**config.mk**
```make
export PLATFORM = sky130hd
export DESIGN_NAME = dmem_debug_port_flat
export DESIGN_NICKNAME = d
export VERILOG_FILES = /design/src/rtl/dmem_debug_port_if.sv /design/src/rtl/dmem_debug_port.sv /design/src/flat_wrapper.sv
export SDC_FILE = /design/constraint.sdc
export NUM_CORES = 1
export LEC_CHECK = 0
export ABC_AREA = 1
export CAP_MARGIN = 30
export CORE_AREA = 2 2 130 132
export CTS_BUF_LIST = sky130_fd_sc_hd__clkbuf_8
export DETAILED_ROUTE_END_ITERATION = 10
export DIE_AREA = 0 0 132 134
export PLACE_DENSITY = 0.73
export SYNTH_ARGS = -nofsm -noshare
export SYNTH_HDL_FRONTEND = slang
export SYNTH_SLANG_ARGS = --single-unit
```
**constraint.sdc**
```tcl
create_clock -name clk -period 2.2 [get_ports clk]
set_input_delay 0.33 -clock clk [delete_from_list [all_inputs] [get_ports clk]]
set_output_delay 0.33 -clock clk [all_outputs]
set_load 0.005 [all_outputs]
```
**src/rtl/dmem_debug_port_if.sv**
```systemverilog
// rtl/dmem_debug_port_if.sv - host command/response channel bundle for the dmem debug port
interface dmem_debug_port_if #(
    parameter int LEN_W = 8
);
    logic             cmd_valid;
    logic             cmd_ready;
    logic             cmd_write;
    logic [31:0]      cmd_addr;
    logic [31:0]      cmd_wdata;
    logic [3:0]       cmd_be;
    logic [LEN_W-1:0] cmd_len;

    logic             rsp_valid;
    logic             rsp_ready;
    logic [31:0]      rsp_data;
    logic             rsp_last;

    // Host side: issues commands, consumes responses
    modport master (
        output cmd_valid, cmd_write, cmd_addr, cmd_wdata, cmd_be, cmd_len, rsp_ready,
        input  cmd_ready, rsp_valid, rsp_data, rsp_last
    );

    // Debug port side: accepts commands, produces responses
    modport slave (
        input  cmd_valid, cmd_write, cmd_addr, cmd_wdata, cmd_be, cmd_len, rsp_ready,
        output cmd_ready, rsp_valid, rsp_data, rsp_last
    );
endinterface

```
**src/rtl/dmem_debug_port.sv**
```systemverilog
// rtl/dmem_debug_port.sv - debug master for data memory port B with byte-lane writes and bursts
module dmem_debug_port #(
    parameter int LEN_W = 8
) (
    input  logic              clk,
    input  logic              rst,
    dmem_debug_port_if.slave  host,
    output logic              busy,
    output logic [31:0]       A2,
    output logic [31:0]       WD2,
    output logic [3:0]        WE2,
    input  logic [31:0]       RD2
);

    typedef enum logic [2:0] {
        S_IDLE     = 3'd0,
        S_WR       = 3'd1,
        S_RD_ISSUE = 3'd2,
        S_RD_CAP   = 3'd3,
        S_RSP      = 3'd4
    } state_t;

    state_t           state;
    state_t           state_nxt;

    logic [31:0]      addr;
    logic [31:0]      wdata;
    logic [3:0]       be;
    logic [LEN_W-1:0] remain;
    logic             is_wr;
    logic [31:0]      rsp_data_q;
    logic             rsp_last_q;

    logic [1:0]       off;
    logic [4:0]       sh_bits;
    logic [7:0]       be_wide;
    logic [3:0]       lanes;
    logic [31:0]      wdata_sh;
    logic             last_beat;

    // Byte offset is kept for the whole burst; lanes shifted past byte 3 fall off
    always_comb begin
        off       = addr[1:0];
        sh_bits   = {off, 3'b000};
        be_wide   = {4'b0000, be} << off;
        lanes     = be_wide[3:0];
        wdata_sh  = wdata << sh_bits;
        last_beat = (remain == '0);
    end

    // State register
    always_ff @(posedge clk) begin
        if (rst) begin
            state <= S_IDLE;
        end else begin
            state <= state_nxt;
        end
    end

    // Next-state logic
    always_comb begin
        state_nxt = state;
        case (state)
            S_IDLE: begin
                if (host.cmd_valid) begin
                    state_nxt = host.cmd_write ? S_WR : S_RD_ISSUE;
                end
            end
            S_WR: begin
                if (last_beat) begin
                    state_nxt = S_RSP;
                end
            end
            S_RD_ISSUE: begin
                state_nxt = S_RD_CAP;
            end
            S_RD_CAP: begin
                state_nxt = S_RSP;
            end
            S_RSP: begin
                if (host.rsp_ready) begin
                    state_nxt = (is_wr || last_beat) ? S_IDLE : S_RD_ISSUE;
                end
            end
            default: begin
                state_nxt = S_IDLE;
            end
        endcase
    end

    // Outputs decoded from state; memory write strobes only ever leave WR
    always_comb begin
        host.cmd_ready = (state == S_IDLE);
        host.rsp_valid = (state == S_RSP);
        host.rsp_data  = rsp_data_q;
        host.rsp_last  = rsp_last_q;
        busy           = (state != S_IDLE);
        A2             = addr;
        WE2            = 4'b0000;
        WD2            = 32'h0000_0000;
        if (state == S_WR) begin
            WE2 = lanes;
            WD2 = wdata_sh;
        end
    end

    // Command latch, beat address/count stepping and response capture
    always_ff @(posedge clk) begin
        if (rst) begin
            addr       <= 32'h0000_0000;
            wdata      <= 32'h0000_0000;
            be         <= 4'b0000;
            remain     <= '0;
            is_wr      <= 1'b0;
            rsp_data_q <= 32'h0000_0000;
            rsp_last_q <= 1'b0;
        end else begin
            case (state)
                S_IDLE: begin
                    if (host.cmd_valid) begin
                        addr   <= host.cmd_addr;
                        wdata  <= host.cmd_wdata;
                        be     <= host.cmd_be;
                        remain <= host.cmd_len;
                        is_wr  <= host.cmd_write;
                    end
                end
                S_WR: begin
                    if (last_beat) begin
                        rsp_data_q <= 32'h0000_0000;
                        rsp_last_q <= 1'b1;
                    end else begin
                        addr   <= addr + 32'd4;
                        remain <= remain - LEN_W'(1);
                    end
                end
                S_RD_CAP: begin
                    rsp_data_q <= RD2 >> sh_bits;
                    rsp_last_q <= last_beat;
                end
                S_RSP: begin
                    if (host.rsp_ready && !is_wr && !last_beat) begin
                        addr   <= addr + 32'd4;
                        remain <= remain - LEN_W'(1);
                    end
                end
                default: begin
                end
            endcase
        end
    end

endmodule

```
**src/flat_wrapper.sv**
```systemverilog
// flat-port wrapper written by rule: the top's interface ports become plain ports
module dmem_debug_port_flat 
#(
    parameter int LEN_W = 8
)
  (clk, rst, busy, A2, WD2, WE2, RD2, host_cmd_valid, host_cmd_write, host_cmd_addr, host_cmd_wdata, host_cmd_be, host_cmd_len, host_rsp_ready, host_cmd_ready, host_rsp_valid, host_rsp_data, host_rsp_last);
  dmem_debug_port_if #(.LEN_W(LEN_W)) host_i ();
  input  logic clk;
  input  logic rst;
  output logic busy;
  output logic [31:0] A2;
  output logic [31:0] WD2;
  output logic [3:0] WE2;
  input  logic [31:0] RD2;
  input wire logic [$bits(host_i.cmd_valid)-1:0] host_cmd_valid;
  input wire logic [$bits(host_i.cmd_write)-1:0] host_cmd_write;
  input wire logic [$bits(host_i.cmd_addr)-1:0] host_cmd_addr;
  input wire logic [$bits(host_i.cmd_wdata)-1:0] host_cmd_wdata;
  input wire logic [$bits(host_i.cmd_be)-1:0] host_cmd_be;
  input wire logic [$bits(host_i.cmd_len)-1:0] host_cmd_len;
  input wire logic [$bits(host_i.rsp_ready)-1:0] host_rsp_ready;
  output wire logic [$bits(host_i.cmd_ready)-1:0] host_cmd_ready;
  output wire logic [$bits(host_i.rsp_valid)-1:0] host_rsp_valid;
  output wire logic [$bits(host_i.rsp_data)-1:0] host_rsp_data;
  output wire logic [$bits(host_i.rsp_last)-1:0] host_rsp_last;
  assign host_i.cmd_valid = host_cmd_valid;
  assign host_i.cmd_write = host_cmd_write;
  assign host_i.cmd_addr = host_cmd_addr;
  assign host_i.cmd_wdata = host_cmd_wdata;
  assign host_i.cmd_be = host_cmd_be;
  assign host_i.cmd_len = host_cmd_len;
  assign host_i.rsp_ready = host_rsp_ready;
  assign host_cmd_ready = host_i.cmd_ready;
  assign host_rsp_valid = host_i.rsp_valid;
  assign host_rsp_data = host_i.rsp_data;
  assign host_rsp_last = host_i.rsp_last;
  dmem_debug_port #(.LEN_W(LEN_W)) u_core (.clk(clk), .rst(rst), .host(host_i), .busy(busy), .A2(A2), .WD2(WD2), .WE2(WE2), .RD2(RD2));
endmodule
```
======== After elaboration in Yosys (flattened, before gate mapping) ========
Index checks and enable logic that the tools add are counted.
operators by class
  $add $sub $neg .......................... 2
  $mul .................................... 0
  divide/modulo/power cells ............... 0
  $lt $le $gt $ge ......................... 0
  equal/unequal tests ..................... 9
  shift operators ......................... 3
  multiplexer cells ....................... 20
  bitwise gates (word level) .............. 0
  reductions and logical operators ........ 14
operator list
  kind                   count
  $mux 32                5
  $pmux 32 s3            1
  $pmux 32 s2            1
  $add 32x3->32 const B  1
  $shl 32x5->32          1
  $shr 32x5->32          1
  $mux 8                 3
  $pmux 8 s3             1
  $pmux 3 s5             1
  $mux 3                 3
  $logic_not 8->1        1
  $sub 8x1->8 const B    1
  $eq 3x2->1 const B     2
  $ne 2x2->1 const B     3
  $reduce_bool 3->1      2
  $mux 2                 2
  $mux 4                 1
  $ne 2x1->1 const B     2
  $reduce_and 2->1       2
  $reduce_and 4->1       1
  $shl 4x2->4            1
  $eq 3x1->1 const B     1
  $eq 3x3->1 const B     1
  $logic_not 3->1        1
  7 further kinds        9
storage, ports and cells
  flip-flop bits (word level) ............. 113
  latch bits .............................. 0
  bits in writable memories ............... 0
  memory bits (read-only) ................. 0
  bits of input ports ..................... 113
  output and inout port bits .............. 104
  word-level logic and storage cells ...... 56
  memories kept ........................... 0

======== Logic depth before layout (Yosys ltp) ========
Gate-level depths: netlist of run 1.
  depth after elaboration ................. 5
  mapped depth ............................ 12
  mapped depth without buffers ............ 11

======== Worst setup path after synthesis of run 1 ========
No wires, ideal clock.
  path type ............................... reg2out
  start point ............................. reg u_core.addr[0] (netlist: u_core.A2[0])
  end point ............................... out WD2[28]
  arrival ................................. 1,373 ps
  data required time ...................... 1,870 ps
  setup slack ............................. 497 ps
  cell stages (with the launch flop) ...... 6
  path buffers ............................ 3
  cells stage by stage .................... dfxtp_1 > clkbuf_1 > clkbuf_1 > clkbuf_1 > a211oi_1 > a211oi_1
on the way
  word-level cells in the longest chain between the ends .. 2
ends and longest elaborated chain
  item                    RTL line                RTL
  start, declared         dmem_debug_port.sv:26   logic [31:0] addr;
  start signal, assigned  dmem_debug_port.sv:121  addr <= host.cmd_addr;
  start signal, assigned  dmem_debug_port.sv:133  addr <= addr + 32'd4;
  start signal, assigned  dmem_debug_port.sv:143  addr <= addr + 32'd4;
  $shl 32x5->32           dmem_debug_port.sv:47   wdata_sh = wdata << sh_bits;
  $mux 32                 dmem_debug_port.sv:101  if (state == S_WR) begin
  end, declared           flat_wrapper.sv:12      output logic [31:0] WD2;
Every way passes these cells.

======== Worst setup path in the final report of run 1 ========
Same ends and word-level chain as after synthesis.

==> results.txt, run 1 <==
Slowest-stage cell, CP: a211oi_1
Post-synth cell types: 29
Min cycle time layout: 2.15 ns
Layout Skew: 0.0120 ns
Critical Path Sink Type: output pin
HP Start: rst
Starting Density: 39.4%
CP most frequent cell: a211oi_1
Net Sw Frac: 42.0%
Placed Area: 8820 µm²
Post-layout util: 57.5%
Final HPWL DP: 14600 µm
Total core area: 16300 µm²
Startpoint types: register
Rows: 47
Port bufs: 216
Reg-to-reg slack, setup: 0.31 ns
Root Buffer: clkbuf_8
Worst r2r src: u_core.A2[2]
Max-slew violation count: 0
WHS Path Cells: 5
Grt met1 use: 30.2%
CP peak stage delay: 0.41 ns
CTS Buf Count: 17
Most common cell after layout, fill and taps aside: nand2_1
Post-route DRC: 0
CP Class: register to output pin
Mapped Avg Cell Area: 6.15 µm²
M3 GR Usage: 4.76%
Largest net degree at the start of global routing: 75
Post-synthesis sequential area ratio: 35.3%
Clock sinks: 113
Clk_lat worst skew: 0.45 ns
Wire per inst: 14.3 µm
Setup TNS Final: 0 ns
First-pass GRT wire length: 33100 µm
Max Freq: 465 MHz
Worst-path maximum fanout: 37
I/O pin total: 217
Reg2Reg Depth: 10
Psw: 0.00437 W
Placer congestion estimate: 0.873
Worst R2R End: u_core.A2[26]
Max-capacitance violation count: 0
Fin crit share: 97.8%
Final hold vios: 0
Drt pass-1 iters: 8
Peak supply drop: 0.871 mV
Worst-case clock buffer depth: 2
Layout area overhead: 46.0%
Die Wd: 132 µm
Design Area, Final: 9360 µm²
CP cell instances: clkbuf_16, a211oi_1, a211oi_1, dlygate4sd2_1
Number of global-route vias before repair: 6603
Worst-path clk slew: 0.07 ns
Final setup vio count: 0
Internal power: 0.00602 W
LEAKAGE: 3.74 nW
Slew HR: 61.8%
Diodes inserted: 0
DRT antenna net count: 0
Initial antenna violation count: 0
Layer with the highest usage: met2
Met2 global-route usage: 37.6%
Htree depth: 4
Final #Nets: 1365
Logic pwr share: 48.6%
Total GRT Usage: 23.0%
Via Count: 7608
DIE AREA: 17700 µm²
Final setup margin: 0.0488 ns
Final wirelength: 21200 µm
Most frequent cells in the layout: nand2_1 (305), clkdlybuf4s50_1 (179), nor2_1 (145)
Hold WC Path Type: primary input to register
Layout cells sized above 1: 8.32%
Overflow after GRT: 0
Vias per cell: 5.13
Yosys warning total: 0
Die Y: 134 µm
Synth Cell Area: 6410 µm²
#FFs+latches synth: 113
Hold EP: u_core.state[2]
Post-synth net total: 1158
Clock share of power: 20.3%
Worst slack at placement: 0.275 ns
Worst hold slack: 0.381 ns
Arr. time, crit path: 1.82 ns
Synth Instances: 1042
Initial DRC Count: 585
CTS tree: yes
Pwr dens: 1110 nW/µm²
Worst slew pin tran: 0.573 ns
Status: finished, final reports clean
Worst path required time: 1.87 ns
Flop pwr share: 31.0%
## worst max-delay path: cells and delay by family, from the launching register on
family | cells | cell delay, ns
AO/OA/AOI/OAI | 2 | 0.49
buffers and inverters | 2 | 0.50
flip-flops | 1 | 0.38
## stage by stage
| stage | cells | power (W) |
|---|---|---|
| 2_1_floorplan | 1042 | 0.00613 |
| 3_3_place_gp | 1438 | 0.00807 |
| 3_5_place_dp | 1438 | 0.00814 |
| 4_1_cts | 1476 | 0.0103 |
| 5_1_grt | 1482 | 0.0112 |
| 6_report | 1482 | 0.0104 |
## sequential cells by signal, indices dropped and copies added, names as in the netlist
| signal | count |
|---|---|
| u_core.A2 | 32 |
| u_core.host.rsp_data | 32 |
| u_core.wdata | 32 |
| u_core.remain | 8 |
| u_core.be | 4 |
| u_core.state | 3 |
| u_core.host.rsp_last | 1 |
| u_core.is_wr | 1 |
## cell usage after synthesis
cell,number,area share (%)
nand2_1,306,18
nor2_1,146,8.5
dfxtp_1,113,35
o21ai_0,107,8.4
a21oi_1,106,8.3
inv_1,62,3.6
nand3_1,46,3.6
clkbuf_1,41,2.4
a211oi_1,19,2.2
buf_2,18,1.4
nand3b_1,14,1.6
o211ai_1,12,1.4
nor3_1,9,0.70
inv_2,5,0.29
nor2_2,5,0.49
buf_4,4,0.47
o21ai_1,4,0.31
and2_1,3,0.29
ha_1,3,0.59
nand4_1,3,0.29
o22ai_1,3,0.29
o31ai_1,3,0.35
nand2_2,2,0.20
nand3_2,2,0.31
nor2_4,2,0.35
a21boi_0,1,0.12
buf_1,1,0.058
or2_2,1,0.098
xor2_1,1,0.14
## cells by family after synthesis
group / after synthesis / synth area share, %
AO/OA/AOI/OAI: 255 / 21.3
flip-flops: 113 / 35.3
adder cells (fa/ha/maj): 3 / 0.585
buffers and inverters: 131 / 8.25
XOR/XNOR: 1 / 0.137
AND/OR/NAND/NOR: 539 / 34.4
## layer usage
metal,share of wire (%),routed length (µm)
met2,47,9850
met3,6.3,1330
met4,2.2,476
met1,45,9510
met5,0,0
## layout make-up
| class | count | area, µm² |
|---|---|---|
| well taps | 220 | 275 |
| inverters | 67 | 256 |
| repair buffers | 252 | 2490 |
| fillers | 1623 | 6930 |
| clock inverters | 15 | 186 |
| flip-flops and latches | 113 | 2270 |
| clock buffers | 17 | 234 |
| multi-input cells | 798 | 3650 |
## power by group through the flow
stage               Combinational [W]  Sequential (W)  Clock (W)
floorplan                     0.00301         0.00311          0
global placement              0.00484         0.00323          0
detailed placement            0.00490         0.00324          0
CTS                           0.00497         0.00321    0.00216
global route                  0.00566         0.00331    0.00224
finish                        0.00505         0.00322    0.00211
## repair_timing
item,in CTS,in global routing
gates cloned,1,3
resized for setup,63,22
hold buffers,0,0
setup endpoints to repair,36,17
pin swaps,1,1
buffers inserted,5,3
## worst max path at each step
stage / depth (start not counted) / slack (ns) / to / start
3_5_place_dp: 7 / 0.27 / WD2[2] / u_core.state[2]
4_1_cts: 6 / -0.18 / WD2[25] / u_core.state[2]
6_report: 4 / 0.05 / WD2[28] / u_core.A2[0]
3_3_place_gp: 6 / 0.28 / WD2[29] / u_core.state[2]
5_1_grt: 7 / -0.009 / WD2[29] / u_core.state[2]
2_1_floorplan: 5 / 0.50 / WD2[28] / u_core.A2[0]
Power figures use the tool's default switching activity.
==> run 2, diff against run 1 <==
SKIP_CTS_REPAIR_TIMING = 1   (was not set)
==> results.txt, run 2 (same netlist as run 1, synthesis figures left out) <==
Slowest-stage cell, CP: clkdlybuf4s50_1
CP cell instances: inv_2, nand2_2, nor2_4, inv_4, a211oi_1, clkdlybuf4s50_1
Max Freq: 430 MHz (-7.6%)
DRT antenna net count: 0 (unchanged)
Slew HR: 61.6% (-0.24 points)
Final #Nets: 1356 (-0.66%)
Most common cell after layout, fill and taps aside: nand2_1
Hold WC Path Type: primary input to register
CP Class: register to output pin
Placer congestion estimate: 0.873 (unchanged)
I/O pin total: 217 (unchanged)
Total core area: 16300 µm² (unchanged)
Psw: 0.00433 W (-0.76%)
Final setup margin: -0.128 ns (-0.177 ns)
Fin crit share: 106% (+8.0 points)
Starting Density: 39.4% (unchanged)
Unrepaired setup endpoints after global routing: yes
Reg-to-reg slack, setup: 0.29 ns (-0.02 ns)
Layout area overhead: 47.1%
Worst R2R End: u_core.A2[26]
Final hold vios: 0 (unchanged)
PnR Total Power: 0.0103 W (-0.50%)
First-pass GRT wire length: 32900 µm (-0.67%)
Startpoint types: register
Root Buffer: clkbuf_8
Logic pwr share: 48.5% (about the same)
Worst slew pin tran: 0.576 ns (+0.00363 ns)
Most frequent cells in the layout: nand2_1 (305), clkdlybuf4s50_1 (183), nor2_1 (145)
Final wirelength: 20900 µm (-1.1%)
LEAKAGE: 4.07 nW (+8.8%)
Hold EP: u_core.state[2]
HP Start: rst
Overflow after GRT: 0 (unchanged)
Worst r2r src: u_core.A2[2]
Number of global-route vias before repair: 6566 (-0.56%)
Htree depth: 4 (unchanged)
Clk_lat worst skew: 0.45 ns (about the same)
Final HPWL DP: 14600 µm (unchanged)
Via Count: 7505 (-1.4%)
Worst path required time: 1.87 ns (about the same)
Min cycle time layout: 2.33 ns (+0.177 ns)
CTS tree: yes
Final setup vio count: 4 (+4)
CTS Buf Count: 17 (unchanged)
Worst-path maximum fanout: 10 (-73%)
Worst hold slack: 0.383 ns (+0.00285 ns)
Failing checks: setup timing
Rows: 47 (unchanged)
Max-capacitance violation count: 0 (unchanged)
Internal power: 0.00600 W (-0.31%)
Worst-case clock buffer depth: 2 (unchanged)
Wire per inst: 14.2 µm (-0.54%)
Worst slack at placement: 0.275 ns (unchanged)
DIE AREA: 17700 µm² (unchanged)
Die Wd: 132 µm (unchanged)
Clock share of power: 20.3% (about the same)
Status: complete, but fails checks
Diodes inserted: 0 (unchanged)
Total GRT Usage: 22.8% (-0.21 points)
Flop pwr share: 31.2% (+0.2 points)
Post-route DRC: 0 (unchanged)
Clock sinks: 113 (unchanged)
CP peak stage delay: 0.54 ns (+0.13 ns)
Peak supply drop: 0.872 mV (about the same)
Arr. time, crit path: 2.00 ns (+0.18 ns)
WHS Path Cells: 5 (unchanged)
Initial DRC Count: 595 (+1.7%)
Largest net degree at the start of global routing: 75 (unchanged)
Worst-path clk slew: 0.07 ns (about the same)
Layout Skew: 0.0104 ns (-0.00158 ns)
Reg2Reg Depth: 10 (unchanged)
Pwr dens: 1100 nW/µm² (-1.2%)
Max-slew violation count: 0 (unchanged)
Port bufs: 216 (unchanged)
Initial antenna violation count: 0 (unchanged)
Layout cells sized above 1: 7.18% (-1.1 points)
Vias per cell: 5.10 (-0.75%)
Drt pass-1 iters: 5 (-3)
Critical Path Sink Type: output pin
Die Y: 134 µm (unchanged)
Net Sw Frac: 41.9% (-0.11 points)
-- run 2: cell types whose count changed in the layout (fill, tap and decap cells not counted), moves of 2 or more --
cell	delta
buf_4	-6
a211oi_1	-4
clkbuf_2	-4
buf_2	-6
dlymetal6s2s_1	+27
a211oi_2	+4
clkdlybuf4s50_1	+4
dlygate4sd2_1	-21
buf_6	-2
-- run 2: cell type report --
type | instances | area, µm²
clock buffers | 17 | 234
clock inverters | 15 | 186
fillers | 1614 | 6860
inverters | 67 | 254
multi-input cells | 798 | 3660
flip-flops and latches | 113 | 2270
well taps | 220 | 275
repair buffers | 243 | 2550
-- run 2: how the worst max path moves through the flow --
stage                    startpoint      end  slack, ns  cells past startpoint
global placement    u_core.state[2]  WD2[29]       0.28                      6
floorplan              u_core.A2[0]  WD2[28]       0.50                      5
finish              u_core.state[2]  WD2[25]      -0.13                      6
CTS                 u_core.state[2]  WD2[30]      -0.23                      6
global route        u_core.state[2]  WD2[25]      -0.23                      6
detailed placement  u_core.state[2]   WD2[2]       0.27                      7
-- run 2: power by group through the flow --
stage	clock network (W)	logic (W)	registers, W
floorplan	0	0.00301	0.00311
global placement	0	0.00484	0.00323
detailed placement	0	0.00490	0.00324
CTS	0.00216	0.00493	0.00320
global route	0.00224	0.00562	0.00331
finish	0.00210	0.00502	0.00322
-- run 2: metrics by stage --
| step | area [µm²] | util (%) | TNS [ns] | cells |
|---|---|---|---|---|
| 2_1_floorplan | 6410 | - | 0 | 1042 |
| 3_3_place_gp | 8820 | 54.2 | 0 | 1438 |
| 3_5_place_dp | 8820 | 54.2 | 0 | 1438 |
| 4_1_cts | 9240 | 56.7 | -6.38 | 1470 |
| 5_1_grt | 9430 | 57.9 | -0.755 | 1473 |
| 6_report | 9430 | 57.9 | -0.423 | 1473 |
-- run 2: metal layers --
| layer | vias up | share of wire [%] | global-route usage [%] | wire [µm] |
|---|---|---|---|---|
| li1 | 3809 | - | - | - |
| met1 | 3406 | 45 | 29.9 | 9390 |
| met2 | 246 | 46 | 37.2 | 9710 |
| met3 | 44 | 6.2 | 4.76 | 1290 |
| met4 | 0 | 2.6 | 7.97 | 537 |
| met5 | - | 0 | 0 | 0 |
-- run 2: worst max-delay path, delay by kind of cell, from the launching register on --
family	cells	cell delay, ns
AOI/OAI and AO/OA	1	0.23
and+or+nand+nor	2	0.27
buffers and inverters	3	0.72
DFF	1	0.35
==> patch: new RTL, config.mk and constraints of run 1 <==
`LEN_W` is set to 8 in 3 places; all go to 4.
--- a/src/rtl/dmem_debug_port_if.sv
+++ b/src/rtl/dmem_debug_port_if.sv
@@ -1,6 +1,6 @@
 // rtl/dmem_debug_port_if.sv - host command/response channel bundle for the dmem debug port
 interface dmem_debug_port_if #(
-    parameter int LEN_W = 8
+    parameter int LEN_W = 4
 );
     logic             cmd_valid;
     logic             cmd_ready;
--- a/src/rtl/dmem_debug_port.sv
+++ b/src/rtl/dmem_debug_port.sv
@@ -1,6 +1,6 @@
 // rtl/dmem_debug_port.sv - debug master for data memory port B with byte-lane writes and bursts
 module dmem_debug_port #(
-    parameter int LEN_W = 8
+    parameter int LEN_W = 4
 ) (
     input  logic              clk,
     input  logic              rst,
--- a/src/flat_wrapper.sv
+++ b/src/flat_wrapper.sv
@@ -1,7 +1,7 @@
 // flat-port wrapper written by rule: the top's interface ports become plain ports
 module dmem_debug_port_flat 
 #(
-    parameter int LEN_W = 8
+    parameter int LEN_W = 4
 )
   (clk, rst, busy, A2, WD2, WE2, RD2, host_cmd_valid, host_cmd_write, host_cmd_addr, host_cmd_wdata, host_cmd_be, host_cmd_len, host_rsp_ready, host_cmd_ready, host_rsp_valid, host_rsp_data, host_rsp_last);
   dmem_debug_port_if #(.LEN_W(LEN_W)) host_i ();
Ports: changed (resized host_cmd_len); port bits go from 217 to 213. The function was not compared with the original's and may differ.
==> patch against run 1 <==
Clock skew barely moved; via count fell by 6.0%; largest cell class unchanged; synthesized area fell by 3.6%; wire length fell by 0.68%; die area did not move; design area fell by 5.2%; sequential power fell by 3%; sequential cell count fell by 4; setup slack got worse by 0.051 ns; total power fell by 7.1%; the run now ends with setup timing left.
==> patch: results (changes against run 1) <==
Outcome
  – Status: complete, but fails checks
  – Failing checks: setup timing

Worst setup path
  – Critical Path Source: u_core.state[1]
  – Largest fanout on the critical path: 10 (-73%)
  – Worst reg2reg path depth: 9 (-1)

STA
  – Final setup fails: 1 (+1)
  – Final Skew: 0.0116 ns (-0.000388 ns)
  – Setup ws final: -0.00200 ns (-0.0508 ns)
  – Setup TNS: -0.00200 ns (-0.00200 ns)
  – Hold WS: 0.462 ns (+0.0814 ns)

Min path
  – Hold path endpoint: u_core.wdata[27]
  – HP Start: u_core.wdata[27]
  – Worst hold path depth: 2 (-3)

GRT
  – Largest net degree at the start of global routing: 70 (-6.7%)
  – Vias in the first global route: 6314 (-4.4%)
  – Gr usage total: 23.0% (+0.057 points)

Detailed routing
  – Drt total wl: 21000 um (-0.68%)
  – DR vias: 7154 (-6.0%)
  – Starting DRT DRC Count: 572 (-2.2%)

Synth
  – Syn Nets: 1115 (-3.7%)
  – Top cell type's share of synthesized area: 35.3% (about the same)
  – Sequential-to-total area share from yosys stat: 35.3% (about the same)
  – Syn_area_per_cell: 6.16 sq um (about the same)
  – Commonest cells in the netlist: nand2_1, nor2_1, dfxtp_1, a21oi_1, o21ai_0
  – Post-synth EDFFs: 0 (unchanged)
  – Top cells by area, synth: dfxtp_1, nand2_1, a21oi_1, o21ai_0, nor2_1

Placement
  – Routability cong.: 0.941 (+7.7%)
  – Pre-CTS setup slack: 0.135 ns (-0.140 ns)
  – Post-DP HPWL: 15300 um (+4.8%)

Layout
  – Filler cells: 1630 (+0.43%)
  – Layout cells sized above 1: 6.84% (-1.5 points)

CTS
  – Worst-path clk slew: 0.11 ns (+0.04 ns)
  – CTS Buf Count: 9 (-8)
  – H-tree levels: 3 (-1)
  – Root Buffer: clkbuf_8

Power and ir drop
  – Max IR drop VDD: 0.611 mV (-30%)
## patch: how the worst max path moves through the flow
stage / end / slack (ns) / cells past startpoint
after floorplan: WD2[27] / 0.52 / 5
after global placement: WD2[26] / 0.15 / 5
after detailed placement: WD2[26] / 0.14 / 5
after CTS: WD2[27] / -0.16 / 5
after global routing: WD2[30] / -0.11 / 5
final: WD2[30] / -0.002 / 4
## patch: what timing repair did
item / CTS / global route
pin swaps: 2 / 8
setup endpoints to repair: 36 / 22
resized for setup: 31 / 30
setup buffers: 3 / 3
hold endpoints to repair: 0 / 0
## patch: area by class of cell
cell class              count  area share, %
inverters                  78           3.34
clock buffers               9           1.40
multi-input cells         757           39.3
clock inverters             7           1.10
flip-flops and latches    109           24.7
repair buffers            239           27.0
well taps                 220           3.10
## patch: power by group through the flow
stage / Sequential, uW / Clock, uW / Combinational (uW)
floorplan: 2990 / 0 / 3110
detailed placement: 3150 / 0 / 5020
CTS: 3100 / 1440 / 5090
global route: 3190 / 1540 / 5730
finish: 3110 / 1400 / 5150
global placement: 3140 / 0 / 4950
## patch: through the flow
stage / instance area, sq um / total power [uW]
2_1_floorplan: 6180 / 6100
3_3_place_gp: 8510 / 8090
3_5_place_dp: 8510 / 8160
4_1_cts: 8780 / 9630
5_1_grt: 8870 / 10500
6_report: 8870 / 9660
## patch: per-layer routing
metal / routed length, um / GRT usage (%) / vias up / part of all wire [%]
met4: 349 / 7.00 / 0 / 1.7
met1: 9650 / 31.8 / 3223 / 46
li1: - / - / 3640 / -
met5: 0 / 0 / - / 0
met2: 9760 / 37.4 / 266 / 46
met3: 1260 / 3.29 / 25 / 6.0
## patch: kinds of logic (layout without fill, tap and decap cells)
logic type | after synthesis | in the layout | synth area share, %
compound gates | 245 | 245 | 21.3
xor+xnor | 5 | 5 | 0.708
fa+ha+maj | 2 | 2 | 0.405
buf+inv | 138 | 333 | 9.18
flops | 109 | 109 | 35.3
simple gates | 505 | 505 | 33.1
## patch: critical path, cell delays in order (launching register included)
cell             delay [ns]
dfxtp_1                0.41
inv_2                  0.17
nand2_4                0.13
a211oi_2               0.24
clkdlybuf4s50_1        0.53
